===== config.mk =====
export PLATFORM = sky130hd
export DESIGN_NAME = next_pc_unit
export DESIGN_NICKNAME = d
export VERILOG_FILES = /design/src/rtl/next_pc_pkg.sv /design/src/rtl/npc_target.sv /design/src/rtl/next_pc_unit.sv
export SDC_FILE = /design/constraint.sdc
export NUM_CORES = 1
export LEC_CHECK = 0
export ABC_CLOCK_PERIOD_IN_PS = 9100
export CORE_MARGIN = 2
export CORE_UTILIZATION = 55
export DETAILED_ROUTE_END_ITERATION = 8
export DONT_BUFFER_PORTS = 1
export GPL_TIMING_DRIVEN = 0
export PLACE_DENSITY = 0.7
export SLEW_MARGIN = 30
export SYNTH_ARGS = -nofsm -noshare
export SYNTH_HDL_FRONTEND = slang
export SYNTH_SLANG_ARGS = --single-unit

===== constraint.sdc =====
create_clock -name clk -period 9.1 [get_ports clk]
set_input_delay 0.91 -clock clk [delete_from_list [all_inputs] [get_ports clk]]
set_output_delay 0.91 -clock clk [all_outputs]
set_load 0.02 [all_outputs]

===== src/rtl/next_pc_pkg.sv =====
// Shared definitions for the fetch-stage next-PC logic: npc_sel encodings,
// default reset/exception addresses (also used by CP0 and the bench) and
// the two-state pending-redirect FSM type.
package next_pc_pkg;

  localparam logic [2:0] NPC_SEQ  = 3'd0;
  localparam logic [2:0] NPC_BR   = 3'd1;
  localparam logic [2:0] NPC_J    = 3'd2;
  localparam logic [2:0] NPC_JR   = 3'd3;
  localparam logic [2:0] NPC_ERET = 3'd4;

  localparam logic [31:0] DEFAULT_RESET_PC   = 32'h0000_3000;
  localparam logic [31:0] DEFAULT_EXC_VECTOR = 32'h0000_4180;

  // IDLE: no buffered redirect. PEND: pend_target holds a redirect waiting
  // for the instruction memory to accept a new address.
  typedef enum logic {
    ST_IDLE = 1'b0,
    ST_PEND = 1'b1
  } npc_state_t;

  // Force a fetch address onto a word boundary.
  function automatic logic [31:0] word_align(input logic [31:0] addr);
    return {addr[31:2], 2'b00};
  endfunction

endpackage


===== src/rtl/npc_target.sv =====
// Purely combinational redirect target computation from the decode-stage PC.
// Reports whether the raw target is misaligned; alignment itself is applied
// by the caller when the target is stored.
module npc_target
  import next_pc_pkg::*;
(
  input  logic [31:0] pc_d,
  input  logic [2:0]  npc_sel,
  input  logic [15:0] imm16,
  input  logic [25:0] imm26,
  input  logic [31:0] rs_val,
  input  logic [31:0] epc,
  output logic [31:0] target,
  output logic        misaligned
);

  logic [31:0] base;
  logic [31:0] br_off;

  assign base   = pc_d + 32'd4;
  assign br_off = {{14{imm16[15]}}, imm16, 2'b00};

  // Select the raw target for the decoded control-transfer kind.
  always_comb begin
    target = base;
    unique case (npc_sel)
      NPC_BR:   target = base + br_off;
      NPC_J:    target = {base[31:28], imm26, 2'b00};
      NPC_JR:   target = rs_val;
      NPC_ERET: target = epc;
      default:  target = base;
    endcase
  end

  assign misaligned = (target[1:0] != 2'b00);

endmodule


===== src/rtl/next_pc_unit.sv =====
// Fetch-stage PC register with exception, stall, redirect and IM-handshake
// arbitration, plus a one-entry buffer for redirects that arrive while the
// instruction memory is not ready.
//
// Build option NEXT_PC_DELAY_SLOT_EN: when defined, MIPS delay-slot
// behaviour (link = pc_d+8, flush_f tied low). When undefined, no delay
// slot (link = pc_d+4, flush_f squashes the fall-through on redirect).
//
// Handshake: fetch_ready is a ready-only acceptance of the current pc; the
// pc register may move to a non-exception address only on an edge where
// fetch_ready is high. exc_req overrides the handshake unconditionally.
module next_pc_unit
  import next_pc_pkg::*;
#(
  parameter logic [31:0] RESET_PC   = DEFAULT_RESET_PC,
  parameter logic [31:0] EXC_VECTOR = DEFAULT_EXC_VECTOR
) (
  input  logic        clk,
  input  logic        reset,
  input  logic        stall,
  input  logic        fetch_ready,
  input  logic [31:0] pc_d,
  input  logic [2:0]  npc_sel,
  input  logic        br_taken,
  input  logic [15:0] imm16,
  input  logic [25:0] imm26,
  input  logic [31:0] rs_val,
  input  logic [31:0] epc,
  input  logic        exc_req,
  output logic [31:0] pc,
  output logic [31:0] link_addr,
  output logic        redirect_pending,
  output logic        addr_err,
  output logic        flush_f
);

  npc_state_t  state_q, state_nxt;
  logic [31:0] pc_q, pc_nxt;
  logic [31:0] pend_q, pend_nxt;
  logic        addr_err_q, addr_err_nxt;

  logic [31:0] target;
  logic        misaligned;
  logic        redirect;

  npc_target u_target (
    .pc_d       (pc_d),
    .npc_sel    (npc_sel),
    .imm16      (imm16),
    .imm26      (imm26),
    .rs_val     (rs_val),
    .epc        (epc),
    .target     (target),
    .misaligned (misaligned)
  );

  // A stalled decode instruction is not trustworthy, so it never redirects.
  always_comb begin
    redirect = 1'b0;
    if (!stall) begin
      unique case (npc_sel)
        NPC_BR:                    redirect = br_taken;
        NPC_J, NPC_JR, NPC_ERET:   redirect = 1'b1;
        default:                   redirect = 1'b0;
      endcase
    end
  end

  // Next-state and next-PC priority: exception, stall, redirect, pending, sequential.
  always_comb begin
    state_nxt    = state_q;
    pc_nxt       = pc_q;
    pend_nxt     = pend_q;
    addr_err_nxt = 1'b0;
    if (exc_req) begin
      pc_nxt    = EXC_VECTOR;
      state_nxt = ST_IDLE;
    end else if (stall) begin
      state_nxt = state_q;
    end else if (redirect && fetch_ready) begin
      pc_nxt       = word_align(target);
      state_nxt    = ST_IDLE;
      addr_err_nxt = misaligned;
    end else if (redirect) begin
      // A newer redirect simply replaces any older buffered one.
      pend_nxt     = word_align(target);
      state_nxt    = ST_PEND;
      addr_err_nxt = misaligned;
    end else if ((state_q == ST_PEND) && fetch_ready) begin
      pc_nxt    = pend_q;
      state_nxt = ST_IDLE;
    end else if (fetch_ready) begin
      pc_nxt = pc_q + 32'd4;
    end
  end

  // State, PC, pending buffer and error pulse registers.
  always_ff @(posedge clk) begin
    if (!reset) begin
      state_q    <= ST_IDLE;
      pc_q       <= RESET_PC;
      pend_q     <= 32'd0;
      addr_err_q <= 1'b0;
    end else begin
      state_q    <= state_nxt;
      pc_q       <= pc_nxt;
      pend_q     <= pend_nxt;
      addr_err_q <= addr_err_nxt;
    end
  end

  assign pc               = pc_q;
  assign redirect_pending = (state_q == ST_PEND);
  assign addr_err         = addr_err_q;

`ifdef NEXT_PC_DELAY_SLOT_EN
  assign link_addr = pc_d + 32'd8;
  assign flush_f   = 1'b0;
`else
  assign link_addr = pc_d + 32'd4;
  // Redirect accepted (taken directly or buffered) squashes the fall-through.
  assign flush_f   = redirect && !exc_req;
`endif

endmodule


==> flow_summary.toml, run 1 <==
[floorplanning]
die_h_um = 117
core_area_sq_mm = 0.0125
rows = 41
start_util_pct = 55.8
ioPinCount = 214
die_area_sq_mm = 0.0136
die_x_um = 117

[run]
drv_cap = 0

[route]
wl_per_cell_um = 23.9
drt_wl_total_mm = 27.7
drtIter0Drc = 1072
drc_errors = 0
vias_per_cell = 6.84
antenna_left = 0
route.vias.total = 7898
dr.pass1.iters = 6

[synth]
synth_area_sq_mm = 0.00698
async_flop_share_pct = 0
synth_cell_types = 89
ys_ff_latch = 64
yosysTopAreaCell = "dfxtp_1"
synth-edff-count = 0
syn_nets = 1147
synth_flop_cell = "dfxtp_1"
ys_seq_area_share_pct = 18.3
netlist.area_leader.share_pct = 18.3
synth_area_leaders = "dfxtp_1, ha_1, o21ai_0, a21oi_1, nand2_1"
syn_area_per_cell_sq_um = 7.23
synth_warnings = 0
syn-instance-count = 966

[critical_path]
worstReg2RegEnd = "pc[30]"
worstPathRequired_ns = 9.31
cp-end-kind = "register"
r2r-start = "pc[2]"
cp_max_fo = 10
crit_type = "in -> reg"
crit_arrival_ns = 4.87
reg2regPathDepth = 8
startpoint_type = "input pin"
r2r_setup_slack_ns = 6.30

[pwr]
max-vdd-ir-drop_v = 0.0000803
power.leakage_uw = 0.00281
power_density_mw_per_mm2 = 128

[timing]
slew_viol_final = 0
fin_skew_ns = 0.00454
min_period_over_period_pct = 51.3
fmax_mhz = 214
worst_pin_slew_ns = 0.979
rsz0062_at_grt = "no"
whs_ns = 0.454
layout_min_cycle_time_ns = 4.66
final.setup.worst_slack_ns = 4.44
max_slew_margin_pct = 34.3
tns_ns = 0
hold_viol_final = 0
setup_viol = 0

[layout]
layout_commonest_cell = "nand2_1"
nets = 1158
syn_to_final_growth_pct = 7.35
multi_input_area_sq_mm = 0.00537
layout_common_cells = "nand2_1, nor2_1, o21ai_0"
drive_gt1_share_pct = 7.54
n_fill_cell = 1262
seqCellArea_sq_mm = 0.00128

[cts]
clock-root-buffer = "clkbuf_16"
cts_setup_buffers = 0
insertion_delay_ns = 0.34
cts_sinks = 64
h-tree-depth = 3
cts_hold_buf = 0
cts_max_path_buffers = 2
cts_made_buffers = 9
post_cts_resized = 0
cts_tree = "done"
clkTransAtPathRegs_ns = 0.06

[global_routing]
grt_max_degree = 18
antenna_found_initial = 1
grt_pass1_wl_mm = 40.9
grt_pass1_vias = 7247
grt_use_total_pct = 39.9
overflow = 0

[placement]
hpwl_mm = 21.4
gp_congestion = 0.982
portBuffers = 0
post-place-ws_ns = 4.15

[worst_hold_path]
min_from = "pend_q[17]"
holdCritPathClass = "reg -> reg"
whs_endpoint = "pend_q[17]"
hold_depth = 2

[outcome]
status = "finished, final reports clean"
## layer usage
metal  vias up  part of all wire (%)  track usage (%)
met5         -                     0                0
met4         0                   3.8             17.0
met3        81                    12             10.5
met1      3630                    39             49.5
met2       530                    46             65.5
li1       3657                     -                -
## per-stage QoR
step / std cells / area (sq um) / utilization (%) / total power, uW
final: 1155 / 7500 / 59.9 / 956
after detailed placement: 1138 / 7210 / 57.6 / 615
after global routing: 1154 / 7490 / 59.9 / 991
after floorplan: 966 / 6980 / - / 535
after global placement: 1138 / 7200 / 57.5 / 614
after CTS: 1154 / 7490 / 59.9 / 946
## logic make-up (layout without fill, tap and decap cells)
kind of cell	after synthesis	in the layout	synth area share, %
and+or+nand+nor	357	357	26.0
AOI/OAI and AO/OA	335	335	31.7
buffers and inverters	81	97	4.89
DFF	64	64	18.3
xor gates and xnor gates	59	59	7.51
muxes	36	36	5.36
adders and majority gates	34	34	6.20
other	0	1	0
## cell type report
cell class / instances / share of cell area (%)
Inverter: 21 / 1.05
Antenna cell: 1 / 0.0334
Buffer: 60 / 3.51
Sequential cell: 64 / 17.1
Tap cell: 172 / 2.87
Clock buffer: 14 / 3.66
Clock inverter: 2 / 0.167
Multi-Input combinational cell: 821 / 71.6
## synthesized netlist by cell type (19+ instances only)
| cell type | instances |
|---|---|
| clkbuf_1 | 39 |
| nand4_1 | 19 |
| ha_1 | 33 |
| nor3_1 | 24 |
| nand3_1 | 49 |
| xnor2_1 | 34 |
| nand2_1 | 97 |
| a21oi_1 | 78 |
| dfxtp_1 | 64 |
| nor2_1 | 86 |
| mux2i_1 | 25 |
| xor2_1 | 24 |
| o21ai_0 | 79 |
| a211oi_1 | 22 |
| inv_1 | 19 |
## worst max-delay path: stages
cell      delay, ns
ha_1           0.22
nand2_1        0.13
nor2_1         0.25
and4_1         0.24
xor2_1         0.52
ha_1           0.35
buf_2          0.18
a21oi_2        0.22
nand2_1        0.08
a221o_1        0.39
o21ai_2        0.32
o21ai_0        0.27
xor2_1         0.21
a221oi_2       0.41
o22ai_1        0.15
## how the worst max path moves through the flow
stage	startpoint	endpoint	slack, ns	depth (start not counted)
3_3_place_gp	pc_d[2]	pc[22]	4.11	15
2_1_floorplan	pc_d[15]	pend_q[31]	4.86	14
5_1_grt	pc_d[2]	pc[20]	4.15	15
4_1_cts	pc_d[2]	pc[22]	4.51	15
6_report	pc_d[2]	pc[22]	4.44	15
3_5_place_dp	pc_d[2]	pc[22]	4.15	15
## sequential cells by signal, summed over array words and instances (netlist names)
signal and flops:
redirect_pending 1, addr_err 1, pend_q 30, pc 32
## report_power, final
part | switching, uW | total, uW | internal [uW] | leakage [uW]
Clock | 129 | 335 | 206 | 0.000139
Combinational | 208 | 317 | 109 | 0.00215
Sequential | 14.6 | 304 | 289 | 0.000520
Power figures use the tool's default switching activity.
==> run 2: changes to the inputs <==
--- a/config.mk
+++ b/config.mk
@@ -5,7 +5,7 @@
 export SDC_FILE = /design/constraint.sdc
 export NUM_CORES = 1
 export LEC_CHECK = 0
-export ABC_CLOCK_PERIOD_IN_PS = 9100
+export ABC_CLOCK_PERIOD_IN_PS = 4650
 export CORE_MARGIN = 2
 export CORE_UTILIZATION = 55
 export DETAILED_ROUTE_END_ITERATION = 8
==> constraint.sdc (replaced) <==
create_clock -name clk -period 4.65 [get_ports clk]
set_input_delay 0.465 -clock clk [delete_from_list [all_inputs] [get_ports clk]]
set_output_delay 0.465 -clock clk [all_outputs]
set_load 0.02 [all_outputs]
==> results of run 2 <==
The final DEF is identical to that of run 1. Status: finished, final reports clean.
Main changes from that run: setup slack after placement 4.15 ns -> 0.146 ns; setup slack after layout 4.44 ns -> 0.430 ns; hold slack 0.454 ns -> 0.195 ns; register-to-register setup slack 6.30 ns -> 1.85 ns; end point of the worst hold path pend_q[17] -> addr_err; total power 956 uW -> 1870 uW; worst IR drop on VDD 0.0000803 V -> 0.000157 V
==> run 3: changes to the inputs <==
--- a/config.mk
+++ b/config.mk
@@ -15,4 +15,5 @@
 export SLEW_MARGIN = 30
 export SYNTH_ARGS = -nofsm -noshare
 export SYNTH_HDL_FRONTEND = slang
+export SYNTH_HIERARCHICAL = 1
 export SYNTH_SLANG_ARGS = --single-unit
==> flow_summary.toml, run 3 <==
[cts]
cts_max_path_buffers = 2
cts_sinks = 64
cts_tree = "done"
h-tree-depth = 3
clkTransAtPathRegs_ns = 0.05
cts_made_buffers = 9
cts_hold_buf = 0
cts_setup_buffers = 0
clock-root-buffer = "clkbuf_16"
post_cts_resized = 0
insertion_delay_ns = 0.35

[synth]
yosysTopAreaCell = "dfxtp_1"
synth_common_cells = "nand2_1, nor2_1, a21oi_1"
synth_warnings = 6
synth_area_leaders = "dfxtp_1, nand2_1, xnor2_1, ha_1, a21oi_1"
synth_cell_types = 83
synth_flop_cell = "dfxtp_1"
syn-instance-count = 1111
synth_area_sq_mm = 0.00773
synth_most_common_cell = "nand2_1"
syn_area_per_cell_sq_um = 6.96
netlist.area_leader.share_pct = 16.6
synth-edff-count = 0
syn_nets = 1297
ys_ff_latch = 64
ys_seq_area_share_pct = 16.6
async_flop_share_pct = 0

[layout]
layout_commonest_cell = "nand2_1"
post-route-util_pct = 59.5
final_cells = 1307
antennaDiodeCount = 0
layout_common_cells = "nand2_1, nor2_1, a21oi_1"
nets = 1308
largest_reg_flops = 32
syn_to_final_growth_pct = 6.49
n_fill_cell = 1393
drive_gt1_share_pct = 5.06

[route]
route.vias.total = 8791
drtIter0Drc = 1059
drt_wl_total_mm = 28.3
vias_per_cell = 6.73
drc_errors = 0
dr.pass1.iters = 6
antenna_left = 0
wl_per_cell_um = 21.7

[critical_path]
worstReg2RegEnd = "pc[26]"
r2r-start = "pc[2]"
r2r_setup_slack_ns = 2.27
crit_type = "in -> reg"
cp_max_fo = 11
startpoint_type = "input pin"
worstPathRequired_ns = 4.90
cp-end-kind = "register"
reg2regPathDepth = 6
crit_arrival_ns = 4.60

[placement]
portBuffers = 0
placed_cells = 1291
hpwl_mm = 22.4
gp_congestion = 1.02

[timing]
rsz0062_at_grt = "no"
min_period_over_period_pct = 93.5
worst_pin_slew_ns = 0.933
setup_viol = 0
hold_viol_final = 0
slew_viol_final = 0
max_slew_margin_pct = 37.6
fin_skew_ns = 0.00637
whs_ns = 0.437
fmax_mhz = 230
layout_min_cycle_time_ns = 4.35

[global_routing]
grt_pass1_vias = 8043
grt_use_total_pct = 37.0
antenna_found_initial = 0
grt_max_degree = 19
overflow = 0
grt_pass1_wl_mm = 42.6

[pwr]
power.leakage_uw = 0.00308
max-vdd-ir-drop_v = 0.000247
power_density_mw_per_mm2 = 226

[floorplanning]
start_util_pct = 55.9
ioPinCount = 214
die_x_um = 123
die_h_um = 123
die_area_sq_mm = 0.0150
rows = 43
core_area_sq_mm = 0.0138

[worst_hold_path]
min_from = "npc_sel[1]"
holdCritPathClass = "in -> reg"
whs_endpoint = "pc[21]"
hold_depth = 2

[run]
drv_cap = 0

[outcome]
status = "finished, final reports clean"
==> run 3: cell count changes after synthesis, sizes merged, moves of 8 or more <==
cell and delta:
xor2 +10, a21boi +29, mux2 -9, nand4 +12
nor2b +16, a211oi -9, xnor2 +26, mux2i -17
o22ai +8, o21ai -16, nand2 +66
==> run 3: routing by layer <==
layer  part of all wire [%]  global-route usage, %  up-vias  routed length (um)
li1                       -                      -     4112                   -
met1                     42                   49.7     4117               11800
met2                     44                   57.1      494               12600
met3                     11                   9.80       68                3130
met4                    2.9                   12.4        0                 828
met5                      0                      0        -                   0
==> run 3: cells by family (layout without fill, tap and decap cells) <==
kind of cell    Yosys count  in the layout  share of synthesized area (%)
mux                      11             11                           1.62
flops                    64             64                           16.6
compound gates          334            334                           28.8
xor+xnor                 95             95                           10.8
buf+inv                  86            102                           4.53
fa+ha+maj                39             39                           6.41
simple gates            482            482                           31.3
==> run 3: final cells by class <==
type	count	area [sq um]	share of cell area (%)
clock buffer	12	246	2.99
tap	180	225	2.74
multi-input combinational	961	6110	74.2
inverter	26	97.6	1.19
buffer	60	253	3.07
clock inverter	4	20.0	0.243
sequential	64	1280	15.6
==> run 3: per-stage QoR <==
step / cell area (sq um) / power, uW / setup TNS [ns] / setup WS (ns)
floorplan: 7730 / 1070 / 0 / 0.538
finish: 8230 / 1860 / 0 / 0.302
global placement: 7960 / 1220 / -0.214 / -0.214
global route: 8230 / 1950 / 0 / 0.0277
CTS: 8220 / 1850 / 0 / 0.123
detailed placement: 7960 / 1220 / -0.218 / -0.218
==> run 3: report_power, final <==
part	switching [uW]	internal, uW
Combinational	403	230
Sequential	36.8	567
Clock	253	371
Total	693	1170
==> run 3: worst max-delay path, stage by stage <==
cell and delay (ns):
ha_1 0.19, nand4_1 0.21, nor4_1 0.57, nand3_1 0.17
xnor2_1 0.29, ha_1 0.35, a21oi_1 0.32, o21ai_0 0.15
a21oi_1 0.17, a31o_2 0.18, o221ai_1 0.17, and3b_1 0.20
nor3_1 0.48, nor2_1 0.11, o31a_1 0.31, a311oi_1 0.24
==> run 3: how the worst max path moves through the flow <==
| stage | start | endpoint | slack [ns] |
|---|---|---|---|
| after global routing | pc_d[2] | pc[24] | 0.03 |
| after CTS | pc_d[2] | pc[29] | 0.12 |
| after detailed placement | pc_d[2] | pc[29] | -0.22 |
| final | pc_d[2] | pc[24] | 0.30 |
| after floorplan | pc_d[2] | pc[29] | 0.54 |
| after global placement | pc_d[2] | pc[29] | -0.21 |
